<file path="src/rtl/operands_if.sv">
// Operand-pair bus between the FPU issue logic and the binary32 operand parser.
// The master drives the operand pair and the slave returns the registered field decode.
interface operands_if;
    logic        valid_i;
    logic [31:0] x_i;
    logic [31:0] y_i;
    logic        valid_o;
    logic        x_sign_o;
    logic        y_sign_o;
    logic [7:0]  x_exp_o;
    logic [7:0]  y_exp_o;
    logic [22:0] x_frac_o;
    logic [22:0] y_frac_o;
    logic        x_greater_o;
    logic [7:0]  exp_shift_o;
    logic        x_infinity_o;
    logic        y_infinity_o;
    logic        x_nan_o;
    logic        y_nan_o;

    modport master (
        output valid_i, x_i, y_i,
        input  valid_o, x_sign_o, y_sign_o, x_exp_o, y_exp_o, x_frac_o, y_frac_o,
               x_greater_o, exp_shift_o, x_infinity_o, y_infinity_o, x_nan_o, y_nan_o
    );

    modport slave (
        input  valid_i, x_i, y_i,
        output valid_o, x_sign_o, y_sign_o, x_exp_o, y_exp_o, x_frac_o, y_frac_o,
               x_greater_o, exp_shift_o, x_infinity_o, y_infinity_o, x_nan_o, y_nan_o
    );
endinterface

</file>
<file path="src/rtl/operands.sv">
// binary32 operand parser: splits two operands into fields, compares exponents and
// flags inf/NaN, registered with one-cycle latency for the add/sub alignment stage.
module operands (
    input  logic       clk_i,
    input  logic       rst_i,
    operands_if.slave  bus
);
    logic        valid_d,     valid_q;
    logic        x_sign_d,    x_sign_q;
    logic        y_sign_d,    y_sign_q;
    logic [7:0]  x_exp_d,     x_exp_q;
    logic [7:0]  y_exp_d,     y_exp_q;
    logic [22:0] x_frac_d,    x_frac_q;
    logic [22:0] y_frac_d,    y_frac_q;
    logic        x_greater_d, x_greater_q;
    logic [7:0]  exp_shift_d, exp_shift_q;
    logic        x_inf_d,     x_inf_q;
    logic        y_inf_d,     y_inf_q;
    logic        x_nan_d,     x_nan_q;
    logic        y_nan_d,     y_nan_q;

    logic [7:0]  x_exp_in;
    logic [7:0]  y_exp_in;
    logic        x_gt_in;

    assign x_exp_in = bus.x_i[30:23];
    assign y_exp_in = bus.y_i[30:23];
    assign x_gt_in  = x_exp_in > y_exp_in;

    always_comb begin
        valid_d     = bus.valid_i;
        x_sign_d    = x_sign_q;
        y_sign_d    = y_sign_q;
        x_exp_d     = x_exp_q;
        y_exp_d     = y_exp_q;
        x_frac_d    = x_frac_q;
        y_frac_d    = y_frac_q;
        x_greater_d = x_greater_q;
        exp_shift_d = exp_shift_q;
        x_inf_d     = x_inf_q;
        y_inf_d     = y_inf_q;
        x_nan_d     = x_nan_q;
        y_nan_d     = y_nan_q;
        if (bus.valid_i) begin
            x_sign_d    = bus.x_i[31];
            y_sign_d    = bus.y_i[31];
            x_exp_d     = x_exp_in;
            y_exp_d     = y_exp_in;
            x_frac_d    = bus.x_i[22:0];
            y_frac_d    = bus.y_i[22:0];
            x_greater_d = x_gt_in;
            // Larger minus smaller never wraps, so the magnitude always fits in 8 bits.
            exp_shift_d = x_gt_in ? (x_exp_in - y_exp_in) : (y_exp_in - x_exp_in);
            x_inf_d     = (x_exp_in == 8'hff) && (bus.x_i[22:0] == 23'd0);
            y_inf_d     = (y_exp_in == 8'hff) && (bus.y_i[22:0] == 23'd0);
            x_nan_d     = (x_exp_in == 8'hff) && (bus.x_i[22:0] != 23'd0);
            y_nan_d     = (y_exp_in == 8'hff) && (bus.y_i[22:0] != 23'd0);
        end
    end

    always_ff @(posedge clk_i) begin
        if (rst_i) begin
            valid_q     <= 1'b0;
            x_sign_q    <= 1'b0;
            y_sign_q    <= 1'b0;
            x_exp_q     <= 8'd0;
            y_exp_q     <= 8'd0;
            x_frac_q    <= 23'd0;
            y_frac_q    <= 23'd0;
            x_greater_q <= 1'b0;
            exp_shift_q <= 8'd0;
            x_inf_q     <= 1'b0;
            y_inf_q     <= 1'b0;
            x_nan_q     <= 1'b0;
            y_nan_q     <= 1'b0;
        end else begin
            valid_q     <= valid_d;
            x_sign_q    <= x_sign_d;
            y_sign_q    <= y_sign_d;
            x_exp_q     <= x_exp_d;
            y_exp_q     <= y_exp_d;
            x_frac_q    <= x_frac_d;
            y_frac_q    <= y_frac_d;
            x_greater_q <= x_greater_d;
            exp_shift_q <= exp_shift_d;
            x_inf_q     <= x_inf_d;
            y_inf_q     <= y_inf_d;
            x_nan_q     <= x_nan_d;
            y_nan_q     <= y_nan_d;
        end
    end

    assign bus.valid_o      = valid_q;
    assign bus.x_sign_o     = x_sign_q;
    assign bus.y_sign_o     = y_sign_q;
    assign bus.x_exp_o      = x_exp_q;
    assign bus.y_exp_o      = y_exp_q;
    assign bus.x_frac_o     = x_frac_q;
    assign bus.y_frac_o     = y_frac_q;
    assign bus.x_greater_o  = x_greater_q;
    assign bus.exp_shift_o  = exp_shift_q;
    assign bus.x_infinity_o = x_inf_q;
    assign bus.y_infinity_o = y_inf_q;
    assign bus.x_nan_o      = x_nan_q;
    assign bus.y_nan_o      = y_nan_q;
endmodule

</file>
<file path="src/flat_wrapper.sv">
// flat-port wrapper written by rule: the top's interface ports become plain ports
module operands_flat 
  (clk_i, rst_i, bus_valid_i, bus_x_i, bus_y_i, bus_valid_o, bus_x_sign_o, bus_y_sign_o, bus_x_exp_o, bus_y_exp_o, bus_x_frac_o, bus_y_frac_o, bus_x_greater_o, bus_exp_shift_o, bus_x_infinity_o, bus_y_infinity_o, bus_x_nan_o, bus_y_nan_o);
  operands_if bus_i ();
  input  logic clk_i;
  input  logic rst_i;
  input wire logic [$bits(bus_i.valid_i)-1:0] bus_valid_i;
  input wire logic [$bits(bus_i.x_i)-1:0] bus_x_i;
  input wire logic [$bits(bus_i.y_i)-1:0] bus_y_i;
  output wire logic [$bits(bus_i.valid_o)-1:0] bus_valid_o;
  output wire logic [$bits(bus_i.x_sign_o)-1:0] bus_x_sign_o;
  output wire logic [$bits(bus_i.y_sign_o)-1:0] bus_y_sign_o;
  output wire logic [$bits(bus_i.x_exp_o)-1:0] bus_x_exp_o;
  output wire logic [$bits(bus_i.y_exp_o)-1:0] bus_y_exp_o;
  output wire logic [$bits(bus_i.x_frac_o)-1:0] bus_x_frac_o;
  output wire logic [$bits(bus_i.y_frac_o)-1:0] bus_y_frac_o;
  output wire logic [$bits(bus_i.x_greater_o)-1:0] bus_x_greater_o;
  output wire logic [$bits(bus_i.exp_shift_o)-1:0] bus_exp_shift_o;
  output wire logic [$bits(bus_i.x_infinity_o)-1:0] bus_x_infinity_o;
  output wire logic [$bits(bus_i.y_infinity_o)-1:0] bus_y_infinity_o;
  output wire logic [$bits(bus_i.x_nan_o)-1:0] bus_x_nan_o;
  output wire logic [$bits(bus_i.y_nan_o)-1:0] bus_y_nan_o;
  assign bus_i.valid_i = bus_valid_i;
  assign bus_i.x_i = bus_x_i;
  assign bus_i.y_i = bus_y_i;
  assign bus_valid_o = bus_i.valid_o;
  assign bus_x_sign_o = bus_i.x_sign_o;
  assign bus_y_sign_o = bus_i.y_sign_o;
  assign bus_x_exp_o = bus_i.x_exp_o;
  assign bus_y_exp_o = bus_i.y_exp_o;
  assign bus_x_frac_o = bus_i.x_frac_o;
  assign bus_y_frac_o = bus_i.y_frac_o;
  assign bus_x_greater_o = bus_i.x_greater_o;
  assign bus_exp_shift_o = bus_i.exp_shift_o;
  assign bus_x_infinity_o = bus_i.x_infinity_o;
  assign bus_y_infinity_o = bus_i.y_infinity_o;
  assign bus_x_nan_o = bus_i.x_nan_o;
  assign bus_y_nan_o = bus_i.y_nan_o;
  operands u_core (.clk_i(clk_i), .rst_i(rst_i), .bus(bus_i));
endmodule
</file>
<file path="config.mk">
export PLATFORM = sky130hd
export DESIGN_NAME = operands_flat
export DESIGN_NICKNAME = d
export VERILOG_FILES = /design/src/rtl/operands_if.sv /design/src/rtl/operands.sv /design/src/flat_wrapper.sv
export SDC_FILE = /design/constraint.sdc
export NUM_CORES = 1
export LEC_CHECK = 0
export ABC_AREA = 1
export ABC_CLOCK_PERIOD_IN_PS = 1900
export BUFFER_PORTS_ARGS = -buffer_cell sky130_fd_sc_hd__buf_2
export CAP_MARGIN = 20
export CORE_ASPECT_RATIO = 0.8
export CORE_UTILIZATION = 49
export CTS_CLUSTER_DIAMETER = 150
export CTS_CLUSTER_SIZE = 10
export DETAILED_ROUTE_END_ITERATION = 10
export HOLD_SLACK_MARGIN = 0.15
export MAX_ROUTING_LAYER = met4
export PLACE_DENSITY = 0.81
export SETUP_SLACK_MARGIN = 0.1
export SLEW_MARGIN = 25
export SYNTH_ARGS = -nofsm -noshare
export SYNTH_HDL_FRONTEND = slang
export SYNTH_SLANG_ARGS = --single-unit
</file>
<file path="constraint.sdc">
create_clock -name clk_i -period 1.9 [get_ports clk_i]
set_input_delay 0.19 -clock clk_i [delete_from_list [all_inputs] [get_ports clk_i]]
set_output_delay 0.19 -clock clk_i [all_outputs]
set_load 0.02 [all_outputs]
</file>
== Yosys cells after proc, flatten, opt, wreduce, memory -nomap -nowiden ==
Cells that the tools add are included.
Operators by class
  equal/unequal tests: 2
  order comparisons: 1
  reduce and logical (&&, ||, !) cells: 8
  mux-type cells: 1
  add/subtract/negate cells: 2
Operator list (count)
  $logic_not 23->1: 2
  $reduce_bool 23->1: 2
  $eq 8x8->1 const B: 2
  $sub 8x8->8: 2
  $gt 8x8->1: 1
  $mux 8: 1
  $logic_and 1x1->1: 4
Word-level totals
  bits of input ports: 67
  register bits: 78
  output and inout bits: 78

== Depth between registers and ports, before layout ==
  depth in word-level cells: 2
  depth in mapped cells: 14

== Worst setup path before layout ==
Ideal clock, no wire load.
  path type: in2reg
  start point: input port bus_x_i[23]
  end point: register u_core.exp_shift_q[1], in the netlist u_core.bus.exp_shift_o[1]
  slack: 218 ps
  required time: 1785 ps
  library setup time: 115 ps
  buffers on the path: 0
  stages: 11
  arrival time: 1566 ps
  path through: inv_1 -> ha_1 -> fa_1 -> inv_1 -> nand2_1 -> nand2_1 -> nand3_2 -> a21oi_4 -> o21ai_1 -> o21ai_0 -> inv_1
On the way
  longest elaborated chain between the ends: 2
  elaborated cells between the ends (all ways): 4
Ends and longest elaborated chain
  from (decl): line flat_wrapper.sv:8  | input wire logic [$bits(bus_i.x_i)-1:0] bus_x_i;
  $sub 8x8->8 or $gt 8x8->1 (tied branches): line operands.sv:53, operands.sv:28
  $mux 8 (*): line operands.sv:53  | exp_shift_d = x_gt_in ? (x_exp_in - y_exp_in) : (y_exp_in - x_exp_in);
  to (signal assigned): line operands.sv:85  | exp_shift_q <= exp_shift_d;
  to (decl): line operands.sv:16  | logic [7:0] exp_shift_d, exp_shift_q;
Mark *: on every way between the ends. The rest lies on a longest branch, timed or not.
A chain may end at the register's enable or synchronous reset.

== Worst setup path in the final report ==
Same ends and word-level chain as after synthesis.

==> impl.org <==
** Power
- Leakage power :: 2.72 nW
- Power per Cell Area :: between 700 and 800 nW/um^2
- Switching power of the nets :: between 1 and 1.5 mW
- Cell-internal power :: roughly 2.8 mW
- Combinational group share of total power :: 23.8%
- Sequential cells burn around 45% of the power.
- VDD sags by at most 0.509 mV.
- Relative contribution of the clock network to total power :: ~31%
- Net switching is ~31% of the power.

** Worst setup path
- Arrival time of data at the critical path endpoint :: between 1.5 and 2 ns
- For the worst setup path, the data required time is 2.14 ns.
- STA classifies the critical path endpoint as a register.
- The endpoint identified for the worst register-to-register timing path is u_core.bus.x_frac_o[4]$_SDFFE_PP0P_.
- Slack of the worst reg-to-reg path :: 0.75 ns
- Critical Path Start Type :: input pin
- The critical path is of the in -> reg type.
- The worst register-to-register path begins at u_core.bus.x_frac_o[4]$_SDFFE_PP0P_.
- In this run the worst path has a maximum fanout of 7.
- For the worst flop-to-flop path, the logic depth is 3.

** Timing
- Final critical-path share of the clock period :: 86.7%
- For the final database, setup skew stands at 0 ns.
- Shortest period the worst path allows :: around 1.6 ns
- Measured against its own limit, the worst slew margin works out to 64.9%.
- The count of final max-slew check failures came to 0.
- The tightest hold path in the finished design has a slack of 0.159 ns.
- For the final routed database, the setup TNS stands at 0 ns.
- Hold violation total from the final report :: 0
- Actual slew at the worst max-slew pin :: 0.527 ns
- Timing would allow up to about 0.61 GHz.
- Number of failing setup endpoints in the final timing report :: 0
- Setup repair after global routing left no endpoint under its margin.

** Yosys
- Avg Synthesized Cell Area :: between 7 and 8 sq um
- Share of the synthesized area in compound gates (AO/OA/AOI/OAI) :: about 18%
- Register area share after synthesis :: a little over two fifths
- Share of synthesized cell area in full adder, half adder and majority cells :: a little over 6%
- sky130_fd_sc_hd__dfxtp_1 takes more of the synthesized area than any other cell.
- Of the post-synthesis cell area, the dominant cell type holds 42.6%.
- Synth unique cells :: 28
- Area share of xor/xnor cells in the synthesized design :: less than 1%
- Of all flip-flops after synthesis, the portion carrying an async set or reset was 0%.
- For this run, the leading register cell type out of synthesis is sky130_fd_sc_hd__dfxtp_1.
- Counting flops and latches in the post-synthesis netlist gives approximately 80.
- Nets in the synthesized netlist :: 590
- Synth Area in Simple Gates :: about a fifth
- Post-synth design cell area :: roughly 3700 sq um
- Number of enable-type register cells in the synthesized netlist :: 0
- By area the synthesized netlist is led by sky130_fd_sc_hd__dfxtp_1, sky130_fd_sc_hd__o21ai_0, sky130_fd_sc_hd__a21oi_1.
- Multiplexer share of the synthesized area :: 0%
- After synthesis, the largest family of logic cells by area is simple AND/OR/NAND/NOR gates.
- Synthesized instance count :: about 500
- For this run, the number of Yosys warnings is 0.

** Clock tree
- The clock reaches the later pin of the worst-skew pair after 0.34 ns.
- Buffers inserted during post-CTS setup optimization :: 0
- Buffers inserted during clock tree synthesis total 9.
- H-tree Lvls :: 3
- For this design, the sink count on the clock tree is 78.
- In this run the deepest clock path goes through 2 buffers.
- TritonCTS built the clock tree.
- Cell chosen for the clock root :: sky130_fd_sc_hd__clkbuf_8
- After clock tree synthesis, the clock-pin slew on the worst setup and hold paths is approximately 0.080 ns.

** Floorplan
- Starting Density :: 51.9%
- Area of the placeable core :: between 7000 and 8000 sq um
- The floorplan has 27 rows.
- During I/O placement, the number of pins put on the boundary was 145.
- Horiz. Die Dim :: about 99 microns
- Die height :: between 70 and 80 microns
- Die ar. :: just under 8000 sq um

** Cells and area
- At the end of the flow, the number of nets in the layout was slightly below 800.
- The post-route netlist has 26.0% of its cells at a drive strength greater than 1.
- Number of antenna cells inserted :: 0
- Post-synthesis to final-layout area growth :: 42.7%
- The finished cells cover 5230 sq um.
- In the layout the commonest cells are sky130_fd_sc_hd__buf_2, sky130_fd_sc_hd__dfxtp_1, sky130_fd_sc_hd__inv_1, sky130_fd_sc_hd__o21ai_0, sky130_fd_sc_hd__nand2_1.
- Measured on the finished design, the core utilization comes to about three quarters.
- Leaving out fill and tap cells, the most frequent cell in the layout is sky130_fd_sc_hd__buf_2.

** Placement
- The placed instances occupy a cell area of 4470 sq um.
- Detailed placer's ending HPWL :: roughly 7.2 mm
- Count of buffers inserted at the top-level ports :: ~140
- Routability congestion estimate from global placement :: about 0.95

** Hold path
- The worst hold path begins at bus_y_i[29].
- Endpoint of the worst hold-timing path :: u_core.bus.y_exp_o[6]$_SDFFE_PP0P_
- The tightest min-delay check is of the in -> reg type.
- The worst hold path passes through 3 cells.

** Job
- Number of max-cap violations :: 0

** Global route
- GRT Util Overall :: 30.2%
- The initial antenna violation count is 0.
- Entering global routing, the biggest net connects 66 pins.
- Summed over all layers, the global routing overflow is 0.
- The first global-routing pass estimated around 18 mm of wire.
- Vias in the first global route :: between 3000 and 4000

** Route
- Routed wire length per instance :: roughly 14 microns
- Sum of routed wire length over all layers :: ~11 mm
- Detailed-routing iteration count for the pre-antenna-repair pass :: 5
- The detailed router placed just under 4000 vias in this run.
- After the first detailed-routing iteration, the DRC count stood at between 200 and 300.
- Drt via density :: between 5 and 6
- For this run, design rule violations remaining after detail routing come to 0.
- ANT nets after route :: 0

** Outcome
- Result of the run :: complete, no violations
[flip-flops by register name (all words and copies together) (netlist names)]
register,count
u_core.bus.x_frac_o,23
u_core.bus.y_exp_o,8
u_core.bus.x_nan_o,1
u_core.bus.y_frac_o,23
u_core.bus.y_infinity_o,1
u_core.bus.x_exp_o,8
u_core.bus.y_nan_o,1
u_core.bus.valid_o,1
u_core.bus.exp_shift_o,8
u_core.bus.x_greater_o,1
u_core.bus.x_sign_o,1
u_core.bus.y_sign_o,1
u_core.bus.x_infinity_o,1
[area by class of cell]
type / count / area [sq um]
Clock buffer: 11 / 141
Clock inverter: 5 / 58.8
Fill cell: 545 / 1830
Inverter: 76 / 285
Multi-Input combinational cell: 326 / 1720
Sequential cell: 78 / 1560
Tap cell: 87 / 109
Timing Repair Buffer: 208 / 1350
[critical path, cell delays in order]
cell,delay [ns]
sky130_fd_sc_hd__buf_2,0.10
sky130_fd_sc_hd__inv_1,0.07
sky130_fd_sc_hd__ha_1,0.23
sky130_fd_sc_hd__fa_1,0.41
sky130_fd_sc_hd__inv_1,0.07
sky130_fd_sc_hd__nand2_1,0.04
sky130_fd_sc_hd__nand2_1,0.09
sky130_fd_sc_hd__nand3_2,0.11
sky130_fd_sc_hd__a21oi_4,0.27
sky130_fd_sc_hd__o21ai_1,0.09
sky130_fd_sc_hd__o21ai_0,0.17
sky130_fd_sc_hd__inv_1,0.05
[power by group through the flow]
stage	Combinational, mW	Sequential [mW]	Clock, mW
global placement	0.833	1.83	0
CTS	0.938	1.80	1.29
finish	0.957	1.80	1.26
detailed placement	0.849	1.84	0
floorplan	0.401	1.98	0
global route	1.05	1.82	1.34
[worst max path at each step]
| stage | from | cells past startpoint | to |
|---|---|---|---|
| finish | bus_x_i[23] | 12 | u_core.bus.exp_shift_o[1]$_SDFFE_PP0P_ |
| global route | bus_x_i[23] | 12 | u_core.bus.exp_shift_o[1]$_SDFFE_PP0P_ |
| CTS | bus_x_i[20] | 7 | u_core.bus.x_nan_o$_SDFFE_PP0P_ |
| detailed placement | bus_x_i[23] | 12 | u_core.bus.exp_shift_o[1]$_SDFFE_PP0P_ |
| global placement | bus_x_i[23] | 12 | u_core.bus.exp_shift_o[1]$_SDFFE_PP0P_ |
| floorplan | bus_x_i[23] | 11 | u_core.bus.exp_shift_o[1]$_SDFFE_PP0P_ |
[cell families (layout without fill, tap and decap cells)]
| kind of cell | after synthesis | count (layout) |
|---|---|---|
| adders and majority gates | 17 | 17 |
| AOI/OAI and AO/OA | 131 | 131 |
| and+or+nand+nor | 174 | 174 |
| DFF | 78 | 78 |
| buffers and inverters | 102 | 300 |
| xor gates and xnor gates | 4 | 4 |
[layer usage]
layer | GRT usage (%) | part of all wire (%)
met2 | 49.9 | 46
met4 | 11.9 | 2.1
met5 | - | 0
met1 | 36.6 | 46
met3 | 5.90 | 6.1
[Yosys cell counts (3+ instances only)]
cell type,instances
sky130_fd_sc_hd__ha_1,15
sky130_fd_sc_hd__nor2_1,53
sky130_fd_sc_hd__dfxtp_1,78
sky130_fd_sc_hd__nand2_1,65
sky130_fd_sc_hd__nor3_1,4
sky130_fd_sc_hd__nand3_1,30
sky130_fd_sc_hd__nand2_2,3
sky130_fd_sc_hd__a21oi_1,61
sky130_fd_sc_hd__nand4_1,10
sky130_fd_sc_hd__inv_1,74
sky130_fd_sc_hd__buf_2,6
sky130_fd_sc_hd__o21ai_0,66
sky130_fd_sc_hd__clkbuf_1,18
[through the flow]
step / std cells / setup slack, ns / power, mW
after global placement: 720 / 0.0336 / 2.66
after floorplan: 506 / 0.218 / 2.38
after CTS: 791 / 0.221 / 4.03
final: 791 / 0.253 / 4.02
after detailed placement: 720 / -0.0940 / 2.68
after global routing: 791 / 0.133 / 4.21
[what timing repair did]
item | in CTS | in global routing
gates resized for setup | 0 | 1
hold buffers | 55 | 0
endpoints found under the setup margin | 0 | 2
endpoints found under the hold margin | 55 | 0
Power figures use the tool's default switching activity.
